`src/rtl/pof_round_pkg.sv`:
```
// rtl/pof_round_pkg.sv - shared rounding types and constants
package pof_round_pkg;

    typedef enum logic [1:0] {
        RNE = 2'd0,
        RTZ = 2'd1,
        RUP = 2'd2,
        RDN = 2'd3
    } rnd_mode_t;

    localparam int GRS_W = 3;

endpackage

```
`src/rtl/grs_round_decide.sv`:
```
// rtl/grs_round_decide.sv - combinational round-increment decision from LSB/G/R/S
module grs_round_decide
    import pof_round_pkg::*;
(
    input  logic      i_lsb,
    input  logic      i_g,
    input  logic      i_r,
    input  logic      i_s,
    input  logic      i_sign,
    input  rnd_mode_t i_mode,
    output logic      o_inc,
    output logic      o_inexact
);

    logic w_any;

    assign w_any     = i_g | i_r | i_s;
    assign o_inexact = w_any;

    always_comb begin
        o_inc = 1'b0;
        case (i_mode)
            RNE: o_inc = i_g & (i_r | i_s | i_lsb);
            RTZ: o_inc = 1'b0;
            RUP: o_inc = ~i_sign & w_any;
            RDN: o_inc = i_sign & w_any;
            default: o_inc = 1'b0;
        endcase
    end

endmodule

```
`src/rtl/grs_rounder.sv`:
```
// rtl/grs_rounder.sv - two-stage GRS rounding pipeline with carry renormalise and exponent saturation
module grs_rounder
    import pof_round_pkg::*;
#(
    parameter int DATA_WIDTH = 16,
    parameter int EXP_WIDTH  = 8
) (
    input  logic                        clk,
    input  logic                        rst_n,
    input  logic                        s_valid,
    output logic                        s_ready,
    input  logic [DATA_WIDTH+GRS_W-1:0] s_mant,
    input  logic [EXP_WIDTH-1:0]        s_exp,
    input  logic                        s_sign,
    input  logic [1:0]                  s_mode,
    output logic                        m_valid,
    input  logic                        m_ready,
    output logic [DATA_WIDTH-1:0]       m_mant,
    output logic [EXP_WIDTH-1:0]        m_exp,
    output logic                        m_sign,
    output logic                        m_inexact,
    output logic                        m_overflow
);

    logic                  w_adv1;
    logic                  w_adv2;
    logic                  w_inc;
    logic                  w_inexact;
    logic [DATA_WIDTH-1:0] w_mant;
    logic [DATA_WIDTH:0]   w_sum;

    logic                  r_v1;
    logic [DATA_WIDTH:0]   r_sum;
    logic [EXP_WIDTH-1:0]  r_exp;
    logic                  r_sign;
    logic                  r_inexact;

    logic [DATA_WIDTH-1:0] w_mant2;
    logic [EXP_WIDTH-1:0]  w_exp2;
    logic                  w_ovf2;

    // Ready ripples back from the sink so a full pipe still moves every cycle.
    assign w_adv2  = ~m_valid | m_ready;
    assign w_adv1  = ~r_v1 | w_adv2;
    assign s_ready = w_adv1;

    assign w_mant = s_mant[DATA_WIDTH+GRS_W-1:GRS_W];
    assign w_sum  = {1'b0, w_mant} + {{DATA_WIDTH{1'b0}}, w_inc};

    grs_round_decide u_decide (
        .i_lsb     (s_mant[3]),
        .i_g       (s_mant[2]),
        .i_r       (s_mant[1]),
        .i_s       (s_mant[0]),
        .i_sign    (s_sign),
        .i_mode    (rnd_mode_t'(s_mode)),
        .o_inc     (w_inc),
        .o_inexact (w_inexact)
    );

    always_ff @(posedge clk or negedge rst_n) begin
        if (!rst_n) begin
            r_v1      <= 1'b0;
            r_sum     <= '0;
            r_exp     <= '0;
            r_sign    <= 1'b0;
            r_inexact <= 1'b0;
        end else if (w_adv1) begin
            r_v1      <= s_valid;
            r_sum     <= w_sum;
            r_exp     <= s_exp;
            r_sign    <= s_sign;
            r_inexact <= w_inexact;
        end
    end

    // Carry-out means the mantissa rolled over to 1.000...; shift and bump or saturate.
    always_comb begin
        w_mant2 = r_sum[DATA_WIDTH-1:0];
        w_exp2  = r_exp;
        w_ovf2  = 1'b0;
        if (r_sum[DATA_WIDTH]) begin
            if (&r_exp) begin
                w_mant2 = '1;
                w_exp2  = '1;
                w_ovf2  = 1'b1;
            end else begin
                w_mant2 = r_sum[DATA_WIDTH:1];
                w_exp2  = r_exp + {{(EXP_WIDTH-1){1'b0}}, 1'b1};
            end
        end
    end

    always_ff @(posedge clk or negedge rst_n) begin
        if (!rst_n) begin
            m_valid    <= 1'b0;
            m_mant     <= '0;
            m_exp      <= '0;
            m_sign     <= 1'b0;
            m_inexact  <= 1'b0;
            m_overflow <= 1'b0;
        end else if (w_adv2) begin
            m_valid    <= r_v1;
            m_mant     <= w_mant2;
            m_exp      <= w_exp2;
            m_sign     <= r_sign;
            m_inexact  <= r_inexact;
            m_overflow <= w_ovf2;
        end
    end

endmodule

```
`config.mk`:
```
export PLATFORM = sky130hd
export DESIGN_NAME = grs_rounder
export DESIGN_NICKNAME = d
export VERILOG_FILES = /design/src/rtl/pof_round_pkg.sv /design/src/rtl/grs_round_decide.sv /design/src/rtl/grs_rounder.sv
export SDC_FILE = /design/constraint.sdc
export NUM_CORES = 1
export LEC_CHECK = 0
export CELL_PAD_IN_SITES_DETAIL_PLACEMENT = 0
export CELL_PAD_IN_SITES_GLOBAL_PLACEMENT = 1
export CORE_ASPECT_RATIO = 0.8
export CORE_UTILIZATION = 38
export DETAILED_ROUTE_END_ITERATION = 8
export PLACE_DENSITY = 0.9
export SLEW_MARGIN = 20
export SYNTH_ARGS = -nofsm -noshare
export SYNTH_HDL_FRONTEND = slang
export SYNTH_SLANG_ARGS = --single-unit
export TNS_END_PERCENT = 1
```
`constraint.sdc`:
```
create_clock -name clk -period 1.98 [get_ports clk]
set_input_delay 0.297 -clock clk [delete_from_list [all_inputs] [get_ports clk]]
set_output_delay 0.297 -clock clk [all_outputs]
set_load 0.005 [all_outputs]
```
==> flow_results.org <==
** Routing
- After detailed routing, the average wire length per cell comes to 13.6 um.
- Total wirelength of the detailed-routed design :: 5.88 mm
- For this run, design rule violations remaining after detail routing come to 0.
- Via total after detailed routing :: 2204
- Dividing the detail-routed via count by the number of cells gives around 5.
- Drt initial violations :: 112
- DRT antenna net count :: 0
- Number of search-and-repair iterations in the first detailed-routing pass :: 4

** Power and ir drop
- Part of the total power dissipated in sequential elements :: 0.537
- The worst-case IR drop observed on VDD is 0.306 mV.
- Part of the power in the clock network :: 0.230
- For this design the total switching power over the nets is ~0.70 mW.
- Of the total power, the share spent switching nets is 0.271.
- The internal power of the cells totals roughly 1.9 mW.
- For this design the ratio of total power to cell area is between 600 and 700 mW/mm2.
- Of the total power, combinational logic draws 0.233.
- P_leak :: 1.48 nW

** Global routing
- GRT Resource Usage Total :: 0.170
- Antenna violations before repair :: 0
- Overflow left after global routing :: 0
- Entering global routing, the biggest net connects 57 pins.
- The via count of the first global-routing pass is between 2000 and 2500.
- The first global-routing pass estimated 9.80 mm of wire.

** Floorplan
- Row generation in the floorplan step produced 26 rows.
- For this design the top-level I/O count stands at 63.
- From left edge to right edge, the die measures 95.6 um.
- After floorplanning, the core was sized to cover 0.00657 mm2.
- The floorplan step defined a die boundary enclosing 0.00735 mm2.
- From bottom edge to top edge, the die measures between 70 and 80 um.
- The initial utilization of the core area, before any placement, comes to 0.406.

** STA
- Hold Violations, Final :: 0
- Transition at the pin with the smallest max-transition slack :: 0.318 ns
- Setup violations remaining at the end of the flow were counted as 0.
- Maximum clock frequency :: 0.536 GHz
- Dividing the final minimum period by the clock period gives 0.943.
- The max-slew violation count came to 0.
- Total negative setup slack :: 0 ns
- Worst slew margin :: 0.786
- On the final layout, the worst clock skew is 0.0131 ns.
- The routed design could run at a clock period as short as 1.87 ns.

** Synthesis
- Number of synthesized register bits :: 56
- For this run, the leading register cell type out of synthesis is sky130_fd_sc_hd__dfrtp_1.
- Async set-or-reset flop fraction in the synthesized netlist :: 1.00
- Summing every instance area after synthesis gives roughly 0.0027 mm2.
- Total number of yosys warnings :: 0
- In this run, synthesis inferred 0 flip-flops with an integrated enable.
- The number of nets handed over by synthesis was 304.
- Counting distinct cell types in the post-synthesis netlist gives 29.
- Mapped Avg Cell Area :: 9.98 um2
- Sequential-to-total area share from yosys stat :: 0.526
- In the synthesized netlist, the number of instances is between 200 and 300.

** Worst setup path
- Endpoint arrival time on the critical path :: 2.05 ns
- The critical path is of the in2reg type.
- Data on the critical path is required at its endpoint by ~2.2 ns.
- The critical path goes through dlygate4sd2_1, nor2b_1, mux2i_1, o21ai_1, a21oi_2, ha_2, nand4_4, buf_4, nor4_1, xnor2_1, a21oi_1.
- Startpoint class of the critical path :: input pin
- Highest fanout seen on the critical path :: 3
- Highest cell delay on the worst timing path :: 0.30 ns
- STA classifies the critical path endpoint as a flop.
- Cell type of the slowest stage on the worst timing path :: sky130_fd_sc_hd__nor4_1

** Clock tree
- TritonCTS buffer count :: 5
- After clock tree synthesis, the clock-pin slew on the worst setup and hold paths is 0.09 ns.
- Clock Sink Count :: 56
- The cell sitting at the root of the clock tree is a sky130_fd_sc_hd__clkbuf_8.
- Maximum clock insertion buffer count :: 2
- Clock tree from TritonCTS :: done
- The H-tree generated during clock tree synthesis spans 2 levels.
- Clock Latency Late Sink :: 0.31 ns

** Worst hold path
- Class of the worst hold path :: in2reg

** Layout
- Layout cell share with drive strength beyond 1 :: 0.161
- For this run, the post-layout net count is 385.
- Commonest non-fill, non-tap cells in the layout :: sky130_fd_sc_hd__dfrtp_1 (56), sky130_fd_sc_hd__clkdlybuf4s50_1 (55), sky130_fd_sc_hd__nor2_1 (45)
- Post-route cell area :: 0.00368 mm2
- Most common cell after layout, fill and taps aside :: sky130_fd_sc_hd__dfrtp_1
- Diodes inserted :: 0
- Filler cells :: 577
- Growth of design area from synthesis to finish :: 38.0%

** Job
- Reported max-cap violation count :: 0

** Place
- Number of port buffers :: 62
- Summing all placed instances gives a cell area of 0.00351 mm2.
- Final GP Congestion :: 0.792
- After legalization and detailed placement, the total HPWL measured 4.21 mm.

** Outcome
- The flow ran to the end, and the final reports show no timing, DRC or antenna violations.
[final timing paths]
path                                start         to  slack [ns]  cells past startpoint
worst min-delay path               s_sign     r_sign        0.39                      2
worst max register to register   r_exp[0]   m_exp[1]        0.39                      6
max in group asynchronous           rst_n  m_mant[2]        1.22                      3
worst min register to register     m_sign     m_sign        0.47                      2
min in group asynchronous           rst_n   r_sum[9]        0.52                      3
worst max-delay path            s_mode[1]  r_sum[14]        0.11                     11
[cell type report]
type / count / area (um2) / area share
Clock buffer: 6 / 72.6 / 0.0197
Clock inverter: 1 / 5.00 / 0.00136
Inverter: 5 / 18.8 / 0.00510
Multi-Input combinational cell: 193 / 1260 / 0.344
Sequential cell: 56 / 1400 / 0.381
Tap cell: 84 / 105 / 0.0286
Timing Repair Buffer: 87 / 811 / 0.220
[state kept, by name, indices dropped and copies added, names as in the netlist, 8 cells and up]
signal  flops
r_exp       8
m_exp       8
m_mant     16
r_sum      17
[stage by stage]
step	hold slack, ns	util	setup WS, ns	instances	total power [mW]
6_report	0.393	0.560	0.114	432	2.57
3_3_place_gp	0.320	0.534	-0.460	422	1.98
5_1_grt	0.400	0.560	-0.00137	432	2.73
2_1_floorplan	0.00141	-	0.0654	267	1.63
4_1_cts	0.395	0.552	0.0376	432	2.60
3_5_place_dp	0.319	0.534	-0.501	422	2.00
[power groups by stage]
stage	Sequential [mW]	Clock, mW	Combinational [mW]
after global routing	1.41	0.658	0.665
after floorplan	1.40	0	0.230
after global placement	1.40	0	0.582
after detailed placement	1.41	0	0.591
after CTS	1.39	0.615	0.600
final	1.38	0.591	0.599
[metal layers]
metal,vias up,GRT usage,part of all wire
met5,-,0,0
met4,0,0.0612,0.018
met3,9,0.0278,0.034
met2,56,0.263,0.46
met1,1060,0.239,0.49
li1,1079,-,-
[what timing repair did]
action                                  CTS  global route
hold buffers                              1             0
pin swaps                                 3             4
buffers inserted                          2             0
gates resized for setup                  11             8
hold endpoints to repair                 56             0
endpoints found under the setup margin   11             7
[critical path: cells and delay by family]
kind            cells  cell delay, ns
simple gates        3            0.53
mux                 1            0.11
compound gates      3            0.32
buf+inv             2            0.41
fa+ha+maj           1            0.22
xor+xnor            1            0.18
[cell usage after synthesis (2+ instances only)]
master	count	area, um2
sky130_fd_sc_hd__nand4_1	3	18.8
sky130_fd_sc_hd__mux2_2	9	101
sky130_fd_sc_hd__nand2_1	18	67.6
sky130_fd_sc_hd__xnor2_1	14	123
sky130_fd_sc_hd__nand4_2	3	37.5
sky130_fd_sc_hd__nand3_1	7	35.0
sky130_fd_sc_hd__buf_2	7	35.0
sky130_fd_sc_hd__xor2_1	5	43.8
sky130_fd_sc_hd__mux2i_1	18	180
sky130_fd_sc_hd__clkbuf_1	6	22.5
sky130_fd_sc_hd__inv_1	5	18.8
sky130_fd_sc_hd__nor2_1	46	173
sky130_fd_sc_hd__nor3_1	7	35.0
sky130_fd_sc_hd__o21ai_0	5	25.0
sky130_fd_sc_hd__nor2b_1	2	12.5
sky130_fd_sc_hd__nor4_1	4	25.0
sky130_fd_sc_hd__nand2b_1	3	18.8
sky130_fd_sc_hd__dfrtp_1	56	1400
sky130_fd_sc_hd__ha_1	3	37.5
sky130_fd_sc_hd__a21oi_1	37	185
[logic make-up after synthesis]
family / share of synthesized area
AOI/OAI and AO/OA: 0.0920
DFF: 0.526
buffers and inverters: 0.0286
xor gates and xnor gates: 0.0624
adders and majority gates: 0.0141
muxes: 0.106
and+or+nand+nor: 0.171
No activity file was read; power rests on OpenSTA's default activity.
==> RTL edit (same flow settings) <==
`EXP_WIDTH`: 8 -> 10.
--- a/src/rtl/grs_rounder.sv
+++ b/src/rtl/grs_rounder.sv
@@ -3,7 +3,7 @@
     import pof_round_pkg::*;
 #(
     parameter int DATA_WIDTH = 16,
-    parameter int EXP_WIDTH  = 8
+    parameter int EXP_WIDTH  = 10
 ) (
     input  logic                        clk,
     input  logic                        rst_n,
Interface: changed (resized m_exp and s_exp); port bits go from 63 to 67. The function was not compared with the original's and may differ.
==> RTL edit against the unedited design <==
Sequential cell count increased by 4; power increased by 30%; cell area increased by 10%; via count increased by 9.4%; critical endpoint is now r_sum[15]$_DFFE_PN0P_; synthesized cell count increased by 9.4%; area after synthesis increased by 7.7%; worst setup slack got worse by 0.034 ns; wire length increased by 16%; clock skew decreased by 0.0048 ns.
==> RTL edit: results (changes against the unedited design) <==
status finished, final reports clean (unchanged); Seq/Total Area, Yosys 52.3% (was 52.6%); dominant cells by area after synthesis dfrtp_1, mux2i_1, nand2_1 (was dfrtp_1, a21oi_1, mux2i_1); worst-path fanout max 2 (was 3); Max stage delay cell, worst path or3_1 (was nor4_1); port bufs 66 (was 62); internal cell power 0.00246 W (was 0.00188 W); Residual DRC 0 (unchanged); Net Count, Synth 331 (was 304); largest net degree at the start of global routing 42 (was 57); 1st-iter DRT viols 106 (was 112); Clock Latency Late Sink 0.33 ns (was 0.31 ns); initial antenna violation count 0 (unchanged); GP Congestion 0.852 (was 0.792); vias in the first global route 2303 (was 2124); Worst slew margin 68.1% (was 78.6%); Vias/cell 5.07 (was 5.10); first-pass GRT wire length 11300 um (was 9800 um); synth cell count leaders dfrtp_1, nand2_1, nor2_1 (was dfrtp_1, nor2_1, a21oi_1); pre-CTS setup slack -0.500 ns (was -0.501 ns); Pre-Repair DR Iteration Count 4 (unchanged); grt ovf 0 (unchanged); Ys Warns 0 (unchanged); Leak Pwr 1.66 nW (was 1.48 nW); HPWL Detailed 4960 um (was 4210 um); max incr delay on CP 0.37 ns (was 0.30 ns); Final #Nets 423 (was 385); Avg WL per Cell 14.3 um (was 13.6 um); clk slew on worst S/H paths about 0.080 ns; synth unique cells 33 (was 29); clk root buf clkbuf_8 (unchanged); CP arrival 2.15 ns (was 2.05 ns); Num CTS Buffers 9 (was 5); DP Area 3790 um^2 (was 3510 um^2); Worst Clk Skew 0.00834 ns (was 0.0131 ns); ant diodes 0 (unchanged); Largest regs r_sum (17), m_mant (16) (unchanged); worst vdd ir 0.393 mV (was 0.306 mV); overall routing resource usage 18.9% (was 17.0%); share of post-route cells with drive strength above 1 16.2% (was 16.1%); Clock Tree Buf Depth 2 (unchanged); ys async rst share 100% (unchanged); H-tree levels 3 (was 2); Primary FF master, synth dfrtp_1 (unchanged); Hold Path Class primary input to asynchronous set/reset pin (was primary input to flop)
RTL edit: final cells by class:
cell class | instances | area, um^2
flip-flops and latches | 60 | 1500
well taps | 87 | 109
clock buffers | 9 | 124
inverters | 6 | 22.5
repair buffers | 95 | 883
fillers | 637 | 3040
clock inverters | 7 | 98.8
multi-input cells | 212 | 1320
RTL edit: power groups by stage:
| stage | logic (W) | clock network [W] | registers (W) |
|---|---|---|---|
| 6_report | 0.000622 | 0.00123 | 0.00149 |
| 5_1_grt | 0.000690 | 0.00133 | 0.00151 |
| 4_1_cts | 0.000629 | 0.00127 | 0.00149 |
| 3_5_place_dp | 0.000625 | 0 | 0.00151 |
| 3_3_place_gp | 0.000612 | 0 | 0.00150 |
| 2_1_floorplan | 0.000240 | 0 | 0.00150 |
RTL edit: logic make-up (layout without fill, tap and decap cells):
| family | after synthesis | after routing | synth area share, % |
|---|---|---|---|
| AO/OA/AOI/OAI | 50 | 50 | 9.42 |
| AND/OR/NAND/NOR | 113 | 113 | 18.4 |
| buffers and inverters | 20 | 117 | 2.83 |
| multiplexers | 28 | 28 | 10.2 |
| adder cells (fa/ha/maj) | 3 | 3 | 1.31 |
| flip-flops | 60 | 60 | 52.3 |
| XOR/XNOR | 18 | 18 | 5.49 |
RTL edit: through the flow:
| step | std cells | setup TNS [ns] |
|---|---|---|
| floorplan | 292 | 0 |
| global placement | 457 | -4.22 |
| detailed placement | 457 | -4.75 |
| CTS | 476 | 0 |
| global route | 476 | -0.222 |
| finish | 476 | 0 |
RTL edit: worst paths after layout:
| kind | slack, ns | end | from | depth (start not counted) |
|---|---|---|---|---|
| min in group clk | 0.45 | r_inexact$_DFFE_PN0P_ | s_mant[1] | 3 |
| min reg2reg | 0.47 | m_sign$_DFFE_PN0P_ | m_sign$_DFFE_PN0P_ | 2 |
| max reg2reg | 0.40 | r_exp[4]$_DFFE_PN0P_ | m_valid$_DFFE_PN0P_ | 5 |
| min | 0.45 | m_mant[15]$_DFFE_PN0P_ | rst_n | 2 |
| max in group asynchronous | 0.94 | m_mant[5]$_DFFE_PN0P_ | rst_n | 3 |
| max | 0.08 | r_sum[15]$_DFFE_PN0P_ | s_mode[1] | 10 |
RTL edit: repair_timing:
item,4_1_cts,5_1_grt
endpoints found under the hold margin,19,0
pin swaps,7,1
hold buffers,1,0
endpoints found under the setup margin,7,6
buffers inserted,2,0
resized for setup,9,3
RTL edit: critical path: cells and delay by family:
kind,cells,cell delay [ns]
mux,1,0.13
simple gates,4,0.92
fa+ha+maj,1,0.22
compound gates,3,0.34
buf+inv,1,0.24
RTL edit: routing by layer:
layer,wire length [um],vias to the layer above,track usage [%]
li1,-,1199,-
met3,380,4,6.13
met5,0,-,0
met2,3190,73,29.7
met4,24,0,5.00
met1,3200,1135,25.2
